$ cat config.mk
export PLATFORM = sky130hd
export DESIGN_NAME = led_blink_sched_flat
export DESIGN_NICKNAME = d
export VERILOG_FILES = /design/src/rtl/led_blink_sched_if.sv /design/src/rtl/led_blink_sched.sv /design/src/flat_wrapper.sv
export SDC_FILE = /design/constraint.sdc
export NUM_CORES = 1
export LEC_CHECK = 0
export ABC_AREA = 1
export CAP_MARGIN = 20
export CORE_UTILIZATION = 38
export CTS_CLUSTER_DIAMETER = 150
export DETAILED_ROUTE_END_ITERATION = 6
export GPL_TIMING_DRIVEN = 0
export PLACE_DENSITY = 0.54
export SYNTH_ARGS = -nofsm -noshare
export SYNTH_HDL_FRONTEND = slang
export SYNTH_SLANG_ARGS = --single-unit
$ cat constraint.sdc
create_clock -name Clk50M -period 2.71 [get_ports Clk50M]
set_clock_uncertainty 0.05 [all_clocks]
set_input_delay 0.542 -clock Clk50M [delete_from_list [all_inputs] [get_ports Clk50M]]
set_output_delay 0.542 -clock Clk50M [all_outputs]
set_load 0.02 [all_outputs]
$ cat src/rtl/led_blink_sched_if.sv
// Command handshake bundle for led_blink_sched.
// Master drives the command, slave returns ready.
interface led_blink_sched_if;
    logic        cmd_valid;
    logic        cmd_ready;
    logic [1:0]  cmd_ch;
    logic [1:0]  cmd_mode;
    logic [15:0] cmd_period;
    logic [7:0]  cmd_count;

    modport master (
        output cmd_valid,
        output cmd_ch,
        output cmd_mode,
        output cmd_period,
        output cmd_count,
        input  cmd_ready
    );

    modport slave (
        input  cmd_valid,
        input  cmd_ch,
        input  cmd_mode,
        input  cmd_period,
        input  cmd_count,
        output cmd_ready
    );
endinterface

$ cat src/rtl/led_blink_sched.sv
// Four-channel LED scheduler: OFF/ON/BLINK/BURST per channel,
// driven from one shared tick prescaler. LEDs are active-low.
module led_blink_sched #(
    parameter int CLK_FREQ = 50_000_000,
    parameter int TICK_HZ  = 1000
) (
    input  logic                  Clk50M,
    input  logic                  Rst_n,
    led_blink_sched_if.slave      cmd,
    output logic [3:0]            led,
    output logic [3:0]            busy,
    output logic [3:0]            done
);

    localparam int TICK_DIV = CLK_FREQ / TICK_HZ;
    localparam int PW = (TICK_DIV > 2) ? $clog2(TICK_DIV) : 1;
    localparam logic [PW-1:0] TMAX = PW'(TICK_DIV - 1);

    localparam logic [1:0] M_OFF   = 2'd0;
    localparam logic [1:0] M_ON    = 2'd1;
    localparam logic [1:0] M_BLINK = 2'd2;
    localparam logic [1:0] M_BURST = 2'd3;

    typedef enum logic [1:0] {
        S_OFF,
        S_ON,
        S_BLINK,
        S_BURST
    } state_t;

    logic [PW-1:0] pre_q;
    logic          tick;
    logic          rdy_q;
    logic          acc;
    logic [15:0]   hp_new;

    state_t      st_q  [4];
    state_t      st_d  [4];
    logic [15:0] ph_q  [4];
    logic [15:0] ph_d  [4];
    logic [15:0] hp_q  [4];
    logic [15:0] hp_d  [4];
    logic [7:0]  rem_q [4];
    logic [7:0]  rem_d [4];
    logic [3:0]  led_q;
    logic [3:0]  led_d;
    logic [3:0]  done_q;
    logic [3:0]  done_d;

    assign acc           = cmd.cmd_valid & rdy_q;
    assign cmd.cmd_ready = rdy_q;
    assign tick          = (pre_q == TMAX);
    assign hp_new        = (cmd.cmd_period == 16'd0) ? 16'd1
                                                     : cmd.cmd_period;
    assign led           = led_q;
    assign done          = done_q;

    // Free-running time base; commands never disturb it.
    always_ff @(posedge Clk50M) begin
        if (!Rst_n) begin
            pre_q <= '0;
        end else if (tick) begin
            pre_q <= '0;
        end else begin
            pre_q <= pre_q + 1'b1;
        end
    end

    // Ready drops for one cycle after each acceptance.
    always_ff @(posedge Clk50M) begin
        if (!Rst_n) begin
            rdy_q <= 1'b0;
        end else begin
            rdy_q <= ~acc;
        end
    end

    // Per-channel state registers.
    always_ff @(posedge Clk50M) begin
        if (!Rst_n) begin
            for (int i = 0; i < 4; i++) begin
                st_q[i]  <= S_OFF;
                ph_q[i]  <= '0;
                hp_q[i]  <= 16'd1;
                rem_q[i] <= '0;
            end
            led_q  <= 4'b1111;
            done_q <= 4'b0000;
        end else begin
            for (int i = 0; i < 4; i++) begin
                st_q[i]  <= st_d[i];
                ph_q[i]  <= ph_d[i];
                hp_q[i]  <= hp_d[i];
                rem_q[i] <= rem_d[i];
            end
            led_q  <= led_d;
            done_q <= done_d;
        end
    end

    // Next state: a command to a channel overrides its tick activity.
    always_comb begin
        led_d  = led_q;
        done_d = 4'b0000;
        for (int i = 0; i < 4; i++) begin
            st_d[i]  = st_q[i];
            ph_d[i]  = ph_q[i];
            hp_d[i]  = hp_q[i];
            rem_d[i] = rem_q[i];
            if (acc && (cmd.cmd_ch == 2'(i))) begin
                hp_d[i]  = hp_new;
                ph_d[i]  = '0;
                rem_d[i] = '0;
                unique case (cmd.cmd_mode)
                    M_OFF: begin
                        st_d[i]  = S_OFF;
                        led_d[i] = 1'b1;
                    end
                    M_ON: begin
                        st_d[i]  = S_ON;
                        led_d[i] = 1'b0;
                    end
                    M_BLINK: begin
                        st_d[i]  = S_BLINK;
                        led_d[i] = 1'b0;
                    end
                    M_BURST: begin
                        if (cmd.cmd_count == 8'd0) begin
                            st_d[i]   = S_OFF;
                            led_d[i]  = 1'b1;
                            done_d[i] = 1'b1;
                        end else begin
                            st_d[i]  = S_BURST;
                            led_d[i] = 1'b0;
                            rem_d[i] = cmd.cmd_count;
                        end
                    end
                    default: ;
                endcase
            end else if (tick &&
                         (st_q[i] == S_BLINK ||
                          st_q[i] == S_BURST)) begin
                if (ph_q[i] == hp_q[i] - 16'd1) begin
                    ph_d[i]  = '0;
                    led_d[i] = ~led_q[i];
                    if (st_q[i] == S_BURST && !led_q[i] &&
                        rem_q[i] != 8'd0) begin
                        rem_d[i] = rem_q[i] - 8'd1;
                        if (rem_q[i] == 8'd1) begin
                            st_d[i]   = S_OFF;
                            led_d[i]  = 1'b1;
                            done_d[i] = 1'b1;
                        end
                    end
                end else begin
                    ph_d[i] = ph_q[i] + 16'd1;
                end
            end
        end
    end

    // Busy flags straight from channel state.
    always_comb begin
        busy = 4'b0000;
        for (int i = 0; i < 4; i++) begin
            busy[i] = (st_q[i] == S_BLINK) || (st_q[i] == S_BURST);
        end
    end

endmodule
$ cat src/flat_wrapper.sv
// flat-port wrapper written by rule: the top's interface ports become plain ports
module led_blink_sched_flat 
#(
    parameter int CLK_FREQ = 50_000_000,
    parameter int TICK_HZ  = 1000
)
  (Clk50M, Rst_n, led, busy, done, cmd_cmd_valid, cmd_cmd_ch, cmd_cmd_mode, cmd_cmd_period, cmd_cmd_count, cmd_cmd_ready);
  led_blink_sched_if cmd_i ();
  input  logic Clk50M;
  input  logic Rst_n;
  output logic [3:0] led;
  output logic [3:0] busy;
  output logic [3:0] done;
  input wire logic [$bits(cmd_i.cmd_valid)-1:0] cmd_cmd_valid;
  input wire logic [$bits(cmd_i.cmd_ch)-1:0] cmd_cmd_ch;
  input wire logic [$bits(cmd_i.cmd_mode)-1:0] cmd_cmd_mode;
  input wire logic [$bits(cmd_i.cmd_period)-1:0] cmd_cmd_period;
  input wire logic [$bits(cmd_i.cmd_count)-1:0] cmd_cmd_count;
  output wire logic [$bits(cmd_i.cmd_ready)-1:0] cmd_cmd_ready;
  assign cmd_i.cmd_valid = cmd_cmd_valid;
  assign cmd_i.cmd_ch = cmd_cmd_ch;
  assign cmd_i.cmd_mode = cmd_cmd_mode;
  assign cmd_i.cmd_period = cmd_cmd_period;
  assign cmd_i.cmd_count = cmd_cmd_count;
  assign cmd_cmd_ready = cmd_i.cmd_ready;
  led_blink_sched #(.CLK_FREQ(CLK_FREQ), .TICK_HZ(TICK_HZ)) u_core (.Clk50M(Clk50M), .Rst_n(Rst_n), .cmd(cmd_i), .led(led), .busy(busy), .done(done));
endmodule
-- Yosys cells after proc, flatten, opt, wreduce, memory -nomap -nowiden
Memory sizes are Yosys's and may differ from the RTL's.
Index checks and enable logic that the tools add are counted.
- memories kept: 4
- register bits after elaboration: 25
- word-level logic and storage cells: 234
- memory bits (read-only): 0
- bits in latches: 0
- input bits: 31
- memory bits (writable): 168
- output and inout bits: 13
- memory list (name ; words ; width ; read ports ; clocked after memory_dff ; write ports ; RTL line ; text):
    u_core.hp_q ; 4 ; 16 ; 4 ; 0 ; 4 ; led_blink_sched.sv:41 ; logic [15:0] hp_q [4];
    u_core.ph_q ; 4 ; 16 ; 4 ; 0 ; 4 ; led_blink_sched.sv:39 ; logic [15:0] ph_q [4];
    u_core.rem_q ; 4 ; 8 ; 4 ; 0 ; 4 ; led_blink_sched.sv:43 ; logic [7:0] rem_q [4];
    u_core.st_q ; 4 ; 2 ; 4 ; 0 ; 4 ; led_blink_sched.sv:37 ; state_t st_q [4];
- $lt $le $gt $ge: 0
- shift-type cells: 0
- mux-type cells: 118
- reductions and logical operators: 46
- multiply operators: 0
- add/subtract/negate cells: 13
- div/mod/pow operators: 0
- bitwise gates (word level): 23
- eq/ne operators: 23
- operators by type and width (operator ; number):
    $mux W16 ; 25
    $mux W8 ; 22
    $add A16 B1 Y16 const B ; 5
    $eq A16 B16 Y1 ; 4
    $sub A16 B1 Y16 const B ; 4
    $mux W2 ; 25
    $mux W1 ; 44
    $eq A8 B1 Y1 const B ; 4
    $reduce_bool A8 Y1 ; 4
    $sub A8 B1 Y8 const B ; 4
    $eq A2 B2 Y1 const B ; 12
    $eq A16 B16 Y1 const B ; 1
    $logic_and A1 B1 Y1 ; 16
    $logic_not A16 Y1 ; 1
    $or A1 B1 Y1 ; 16
    $reduce_bool A2 Y1 ; 8
    $logic_not A8 Y1 ; 1
    $pmux W2 S4 ; 1
    $reduce_and A2 Y1 ; 4
    $not A1 Y1 ; 6
    $eq A2 B1 Y1 const B ; 2
    $logic_not A1 Y1 ; 4
    $logic_not A2 Y1 ; 2
    $logic_or A1 B1 Y1 ; 4
    other kinds (3) ; 4

-- Depth between registers and ports, before layout
Gate-level depths: netlist of run 1.
- depth in word-level cells: 8
- depth in mapped cells: 17
- gate-level depth less buffers: 17

-- Least setup slack after synthesis of run 1
OpenSTA, ideal clock, no wires.
- path type: flip-flop to flip-flop
- start: memory u_core.hp_q[1][0]
- end: register u_core.led_q[1], in the netlist u_core.led[1]
- data required time: 2527 ps
- stages on the path, launching flop included: 15
- arrival: 1824 ps
- library setup time: 133 ps
- slack: 703 ps
- period minus slack after synthesis: 2007 ps
- path buffers: 1
- path through: dfxtp_1 -> inv_2 -> ha_1 -> nand3_1 -> nor2_1 -> nand2_1 -> xor2_1 -> nand2_1 -> nor2_1 -> nand3_1 -> nand2_1 -> buf_4 -> nand2_1 -> nand2_1 -> nand3_1
- RTL lines (element ; RTL line ; text):
    from (decl) ; led_blink_sched.sv:41 ;
    to (signal assigned) ; led_blink_sched.sv:96 ; led_q <= led_d;
    to (decl) ; led_blink_sched.sv:45 ; logic [3:0] led_q;

==> qor.txt, run 1 <==
drt drc - 0
vias in the first global route - 11900
post-synth top area share - 0.310
Initial Utilization - 0.390
maximum vdd drop - 0.446 mV
total power - 6300 uW
max-cap check violation count - 0
dpl ws - -537 ps
commonest cells after routing, fill and taps aside - nand2_1 (508), nor2_1 (260), inv_1 (258), dfxtp_1 (193), nand3_1 (168)
Die ar. - 33500 sq um
Post-synth EDFFs - 0
largest net degree at the start of global routing - 18
RSZ-0062 raised after global routing - yes
Hold Vio Cnt, Final - 0
first-pass GRT wire length - 61.0 mm
Hold Path End - u_core.pre_q[0]
routed wire length - 37.7 mm
synthesized area - 12400 sq um
commonest non-fill, non-tap cell in the layout - nand2_1
Placer Congestion - 0.932
TritonCTS clock tree - built
worst hold path depth - 1
Die Y - 183 um
Seq/Total Area, Yosys - 0.310
Hold Slack - 399 ps
Warnings, synthesis - 0
via density per instance - 5.10
H-tree depth - 4
Syn Inst Count - 1978
1st-pass router iterations - 5
kind of start point of the critical path - register
Net Count, Synth - 2028
distinct cell type count after synthesis - 50
Worst setup EP type - register
status - completed
min cycle time layout - 2600 ps
gr usage total - 0.231
Tcrit/Tclk final - 0.961
Avg Inst Size Synth - 6.29 sq um
Setup WS post-layout - 106 ps
reg-to-reg endpoint - u_core.done[3]
launching point of the worst reg2reg path - u_core.hp_q[3][0]
Final setup viols - 0
drt first-iter violations - 753
main area contributors after synthesis - dfxtp_1 (31%), nand2_1 (15%), nor2_1 (8.0%)
HP Start - u_core.pre_q[0]
Main synth FF type - dfxtp_1
DRT antenna net count - 0
pwr/cell area - 445 nW/um^2
post-DR wirelength/cell - 15.1 um
core footprint - 31900 sq um
antenna cells - 0
Post-synth ARST share - 0
P&R area growth vs syn - 13.7%
worst path required time - 3010 ps
HPWL Detailed - 29.8 mm
Die Span X - 183 um
Max Freq - 384 MHz
clk root buf - clkbuf_16
initial antenna violation count - 0
Worst EP arrival - 2900 ps
Max transition margin - 0.528
Reg area - 3860 sq um
min-delay worst type - reg -> reg
area taken by multi-input logic gates - 7500 sq um
Slew Limit Fails - 0
Final nets - 2099
dominant cell type by area after synthesis - dfxtp_1
# IOs - 44
GRT overflow - 0
worst reg2reg path depth - 14
Layout fillers - 3481
crit-path max FO - 5
CTS Buffer Depth - 2
TritonCTS buffer count - 17
clk_lat worst skew - 450 ps
FF+latch count, synth - 193
Final TNS setup - 0 ps
num rows - 65
DR vias - 12700
Buffers on Ports - 43
Least-Margin Pin Slew - 708 ps
Clk pin slew, worst setup/hold paths - 70 ps
# clock sinks - 193
reg2reg setup slack - 110 ps
critical path class - reg -> reg
share of layout cells above drive strength 1 - 0.0626
Leak - 0.00645 uW
-- power breakdown --
part | leakage [uW] | switching, uW | internal [uW]
Clock | 0.000274 | 1220 | 1310
Sequential | 0.00156 | 42.4 | 2870
Combinational | 0.00462 | 565 | 288
-- synth_stat cells (6+ instances only) --
master	n
o22ai_1	49
dfxtp_1	193
nor2_4	12
nor2_1	265
nand4_1	42
clkbuf_1	27
o21ai_0	83
nor4_1	10
inv_1	258
nand3_2	6
nand2_1	510
nor3b_1	10
ha_1	19
nand2_2	11
nand3_1	170
nor3_1	43
xor2_1	63
nor2_2	11
nand3b_1	20
a21oi_1	84
inv_2	9
xnor2_1	22
-- flip-flops by register name, indices dropped and copies added (netlist names) --
register and cells:
u_core.cmd.cmd_ready 1, u_core.hp_q 64, u_core.done 4, u_core.rem_q 32, u_core.led 4, u_core.ph_q 64, u_core.st_q 8, u_core.pre_q 16
-- per-layer routing --
metal  routed length, um  GRT usage  share of wire  vias to the layer above
li1                    -          -              -                     6535
met1               18400      0.318           0.49                     5833
met2               16400      0.366           0.44                      303
met3                1970     0.0383          0.052                       58
met4                 890     0.0733          0.024                        0
met5                   0          0              0                        -
-- repair_timing --
item / CTS / global route
gates cloned: 0 / 1
setup buffers: 0 / 8
endpoints found under the setup margin: 31 / 94
hold buffers: 0 / 0
gates resized for setup: 3 / 23
pin swaps: 0 / 4
-- stage by stage --
stage / cell area [sq um] / std cells / util
2_1_floorplan: 12400 / 1978 / -
3_3_place_gp: 13400 / 2456 / 0.421
3_5_place_dp: 13400 / 2456 / 0.421
4_1_cts: 14000 / 2488 / 0.439
5_1_grt: 14200 / 2497 / 0.444
6_report: 14200 / 2497 / 0.444
-- kinds of logic (layout without fill, tap and decap cells) --
logic type | Yosys count | after routing | share of synthesized area
DFF | 193 | 193 | 0.310
xor gates and xnor gates | 85 | 85 | 0.0598
AOI/OAI and AO/OA | 239 | 239 | 0.106
buffers and inverters | 307 | 390 | 0.0948
and+or+nand+nor | 1133 | 1134 | 0.408
adders and majority gates | 19 | 19 | 0.0191
muxes | 2 | 2 | 0.00161
-- layout make-up --
class                           instances  area share
Tap cell                              435      0.0385
Sequential cell                       193       0.273
Clock inverter                         12     0.00866
Clock buffer                           20      0.0316
Inverter                              270      0.0719
Buffer                                 37      0.0119
Timing Repair Buffer                   51      0.0348
Multi-Input combinational cell       1479       0.530
-- worst max-delay path by stage --
stage          slack [ps]                 end  cells after the start              start
2_1_floorplan         700       u_core.led[1]                     14  u_core.hp_q[1][0]
3_3_place_gp         -550  u_core.hp_q[0][14]                      6              Rst_n
3_5_place_dp         -540  u_core.hp_q[3][14]                      7              Rst_n
4_1_cts               -70  u_core.hp_q[0][14]                      6              Rst_n
5_1_grt               -40      u_core.done[3]                     14  u_core.hp_q[3][0]
6_report              110      u_core.done[3]                     14  u_core.hp_q[3][0]
-- worst max-delay path, stage by stage, from the launching register on --
cell	delay (ps)
dfxtp_1	320
inv_1	150
ha_1	230
nand3_2	180
nor2_2	260
nand2_1	80
nand2_1	100
nand2_1	60
nor2_1	140
inv_1	60
nor2_1	190
nand4_4	170
nor2_1	130
nand2_1	130
a21oi_4	250
No activity file was read; power rests on OpenSTA's default activity.
==> run 2, diff against run 1 <==
--- a/config.mk
+++ b/config.mk
@@ -11,5 +11,5 @@
 export CTS_CLUSTER_DIAMETER = 150
 export DETAILED_ROUTE_END_ITERATION = 6
-export GPL_TIMING_DRIVEN = 0
+export GPL_TIMING_DRIVEN = 1
 export PLACE_DENSITY = 0.54
 export SYNTH_ARGS = -nofsm -noshare
--- a/constraint.sdc
+++ b/constraint.sdc
@@ -3,3 +3,3 @@
 set_input_delay 0.542 -clock Clk50M [delete_from_list [all_inputs] [get_ports Clk50M]]
 set_output_delay 0.542 -clock Clk50M [all_outputs]
-set_load 0.02 [all_outputs]
+set_load 0.005 [all_outputs]
==> qor.txt, run 2 (synthesis gave the netlist of run 1 again) <==
status - complete, but fails checks
failing checks - design-rule violations
# clock sinks - 193 (unchanged)
internal power - 4410 uW (-1.5%)
vias in the first global route - 11500 (-3.4%)
min-delay worst type - reg -> reg
delay of the slowest critical-path stage - 360 ps (+40 ps)
Final TNS setup - 0 ps (unchanged)
gr usage total - 0.226 (-0.00483)
P&R area growth vs syn - 14.2%
antenna cells - 0 (unchanged)
DRT antenna net count - 0 (unchanged)
worst reg2reg path depth - 12 (-2)
total power - 6320 uW (+0.26%)
routed wire length - 37.5 mm (-0.47%)
Slew Limit Fails - 0 (unchanged)
Clk pin slew, worst setup/hold paths - 80 ps (about the same)
first-pass GRT wire length - 59.8 mm (-2.1%)
Placer Congestion - 0.921 (-1.2%)
Worst setup EP type - register
Sw Share - 0.303 (+0.0128)
largest net degree at the start of global routing - 21 (+3)
H-tree depth - 4 (unchanged)
commonest cells after routing, fill and taps aside - nand2_1 (509), nor2_1 (262), inv_1 (258), dfxtp_1 (193), nand3_1 (168)
worst path required time - 3060 ps (+50 ps)
Die Span X - 183 um (unchanged)
critical path class - reg -> reg
Hold Slack - 411 ps (+12.2 ps)
Die ar. - 33500 sq um (unchanged)
1st-pass router iterations - 7 (+2)
DR vias - 12700 (-0.59%)
sequential share of power - 0.461 (-0.002)
reg-to-reg endpoint - u_core.done[3]
core footprint - 31900 sq um (unchanged)
GRT overflow - 0 (unchanged)
Least-Margin Pin Slew - 897 ps (+189 ps)
# IOs - 44 (unchanged)
via density per instance - 5.07 (-0.59%)
launching point of the worst reg2reg path - u_core.pre_q[0]
initial antenna violation count - 0 (unchanged)
num rows - 65 (unchanged)
Tcrit/Tclk final - 0.940 (-0.0207)
Leak - 0.00655 uW (+1.5%)
worst hold path depth - 2 (+1)
Final nets - 2099 (unchanged)
max-cap check violation count - 0 (unchanged)
drt drc - 1 (+1)
Max Freq - 392 MHz (+2.2%)
P_sw - 1910 uW (+4.7%)
Final setup viols - 0 (unchanged)
kind of start point of the critical path - register
CP cell instances - ha_1 -> nand3_4 -> nor2_4 -> nand4_1 -> inv_1 -> nand2_1 -> nor2_1 -> nand4_2 -> nor2_1 -> nand2_1 -> a21oi_1 -> buf_4
CTS Buffer Depth - 2 (unchanged)
HP Start - u_core.rem_q[0][17]
min cycle time layout - 2550 ps (-56.0 ps)
Worst EP arrival - 2900 ps (about the same)
Buffers on Ports - 43 (unchanged)
pwr/cell area - 445 nW/um^2 (-0.15%)
clk root buf - clkbuf_16
drt first-iter violations - 804 (+6.8%)
Die Y - 183 um (unchanged)
Largest regs - u_core.hp_q: 64 flops, u_core.ph_q: 64 flops, u_core.rem_q: 32 flops
post-DR wirelength/cell - 15.0 um (-0.47%)
clock network fraction of total power - 0.405 (+0.003)
clk_lat worst skew - 460 ps (about the same)
reg2reg setup slack - 160 ps (+60 ps)
share of layout cells above drive strength 1 - 0.0727 (+0.0102)
Initial Utilization - 0.390 (unchanged)
RSZ-0062 raised after global routing - no
CTS Hold Bufs - 0 (unchanged)
crit-path max FO - 4 (-1)
Hold Path End - u_core.rem_q[0][17]
slowest CP cell - dfxtp_1
TritonCTS buffer count - 17 (unchanged)
Hold Vio Cnt, Final - 0 (unchanged)
Comb pwr share - 0.134 (about the same)
HPWL Detailed - 29.7 mm (-0.52%)
TritonCTS clock tree - built
Max transition margin - 0.397 (-0.131)
maximum vdd drop - 0.497 mV (+11%)
commonest non-fill, non-tap cell in the layout - nand2_1
## run 2: worst max path at each step
stage	slack, ps	end	cells past startpoint	start
after floorplan	710	u_core.led[1]	14	u_core.hp_q[1][0]
after global placement	-320	u_core.hp_q[1][0]	6	Rst_n
after detailed placement	-340	u_core.hp_q[1][0]	6	Rst_n
after CTS	120	u_core.rem_q[0][11]	13	u_core.hp_q[1][0]
after global routing	5	u_core.ph_q[2][9]	13	u_core.hp_q[2][1]
final	160	u_core.done[3]	12	u_core.pre_q[0]
## run 2: through the flow
| stage | worst slack, ps | cells | utilization | area [sq um] |
|---|---|---|---|---|
| 2_1_floorplan | 706 | 1978 | - | 12400 |
| 3_3_place_gp | -316 | 2463 | 0.426 | 13600 |
| 3_5_place_dp | -341 | 2464 | 0.426 | 13600 |
| 4_1_cts | 116 | 2496 | 0.445 | 14200 |
| 5_1_grt | 5.14 | 2497 | 0.446 | 14200 |
| 6_report | 162 | 2497 | 0.446 | 14200 |
## run 2: worst max-delay path: cells and delay by family, from the launching register on
family,cells,cell delay (ps)
AND/OR/NAND/NOR,8,1300
flip-flops,1,360
buffers and inverters,2,380
AO/OA/AOI/OAI,1,140
adder cells (fa/ha/maj),1,230
## run 2: power groups by stage
stage	clock [uW]	sequential, uW	combinational [uW]
finish	2560	2920	845
floorplan	0	2970	558
detailed placement	0	2980	831
global placement	0	2980	826
CTS	2630	2910	836
global route	2740	2920	944
## run 2: final cells by class
type	count	area, sq um
flip-flops and latches	193	3860
fillers	3428	17700
repair buffers	89	779
multi-input cells	1478	7430
inverters	270	1010
clock inverters	15	159
well taps	435	544
clock buffers	17	425
## run 2: layer usage
| metal | GRT usage | up-vias | share of wire |
|---|---|---|---|
| li1 | - | 6532 | - |
| met4 | 0.0547 | 0 | 0.016 |
| met5 | 0 | - | 0 |
| met2 | 0.369 | 265 | 0.45 |
| met1 | 0.313 | 5817 | 0.50 |
| met3 | 0.0320 | 40 | 0.041 |
## run 2: repair_timing
| item | in CTS | in global routing |
|---|---|---|
| resized for setup | 0 | 7 |
| setup buffers | 0 | 1 |
| endpoints found under the setup margin | 0 | 22 |
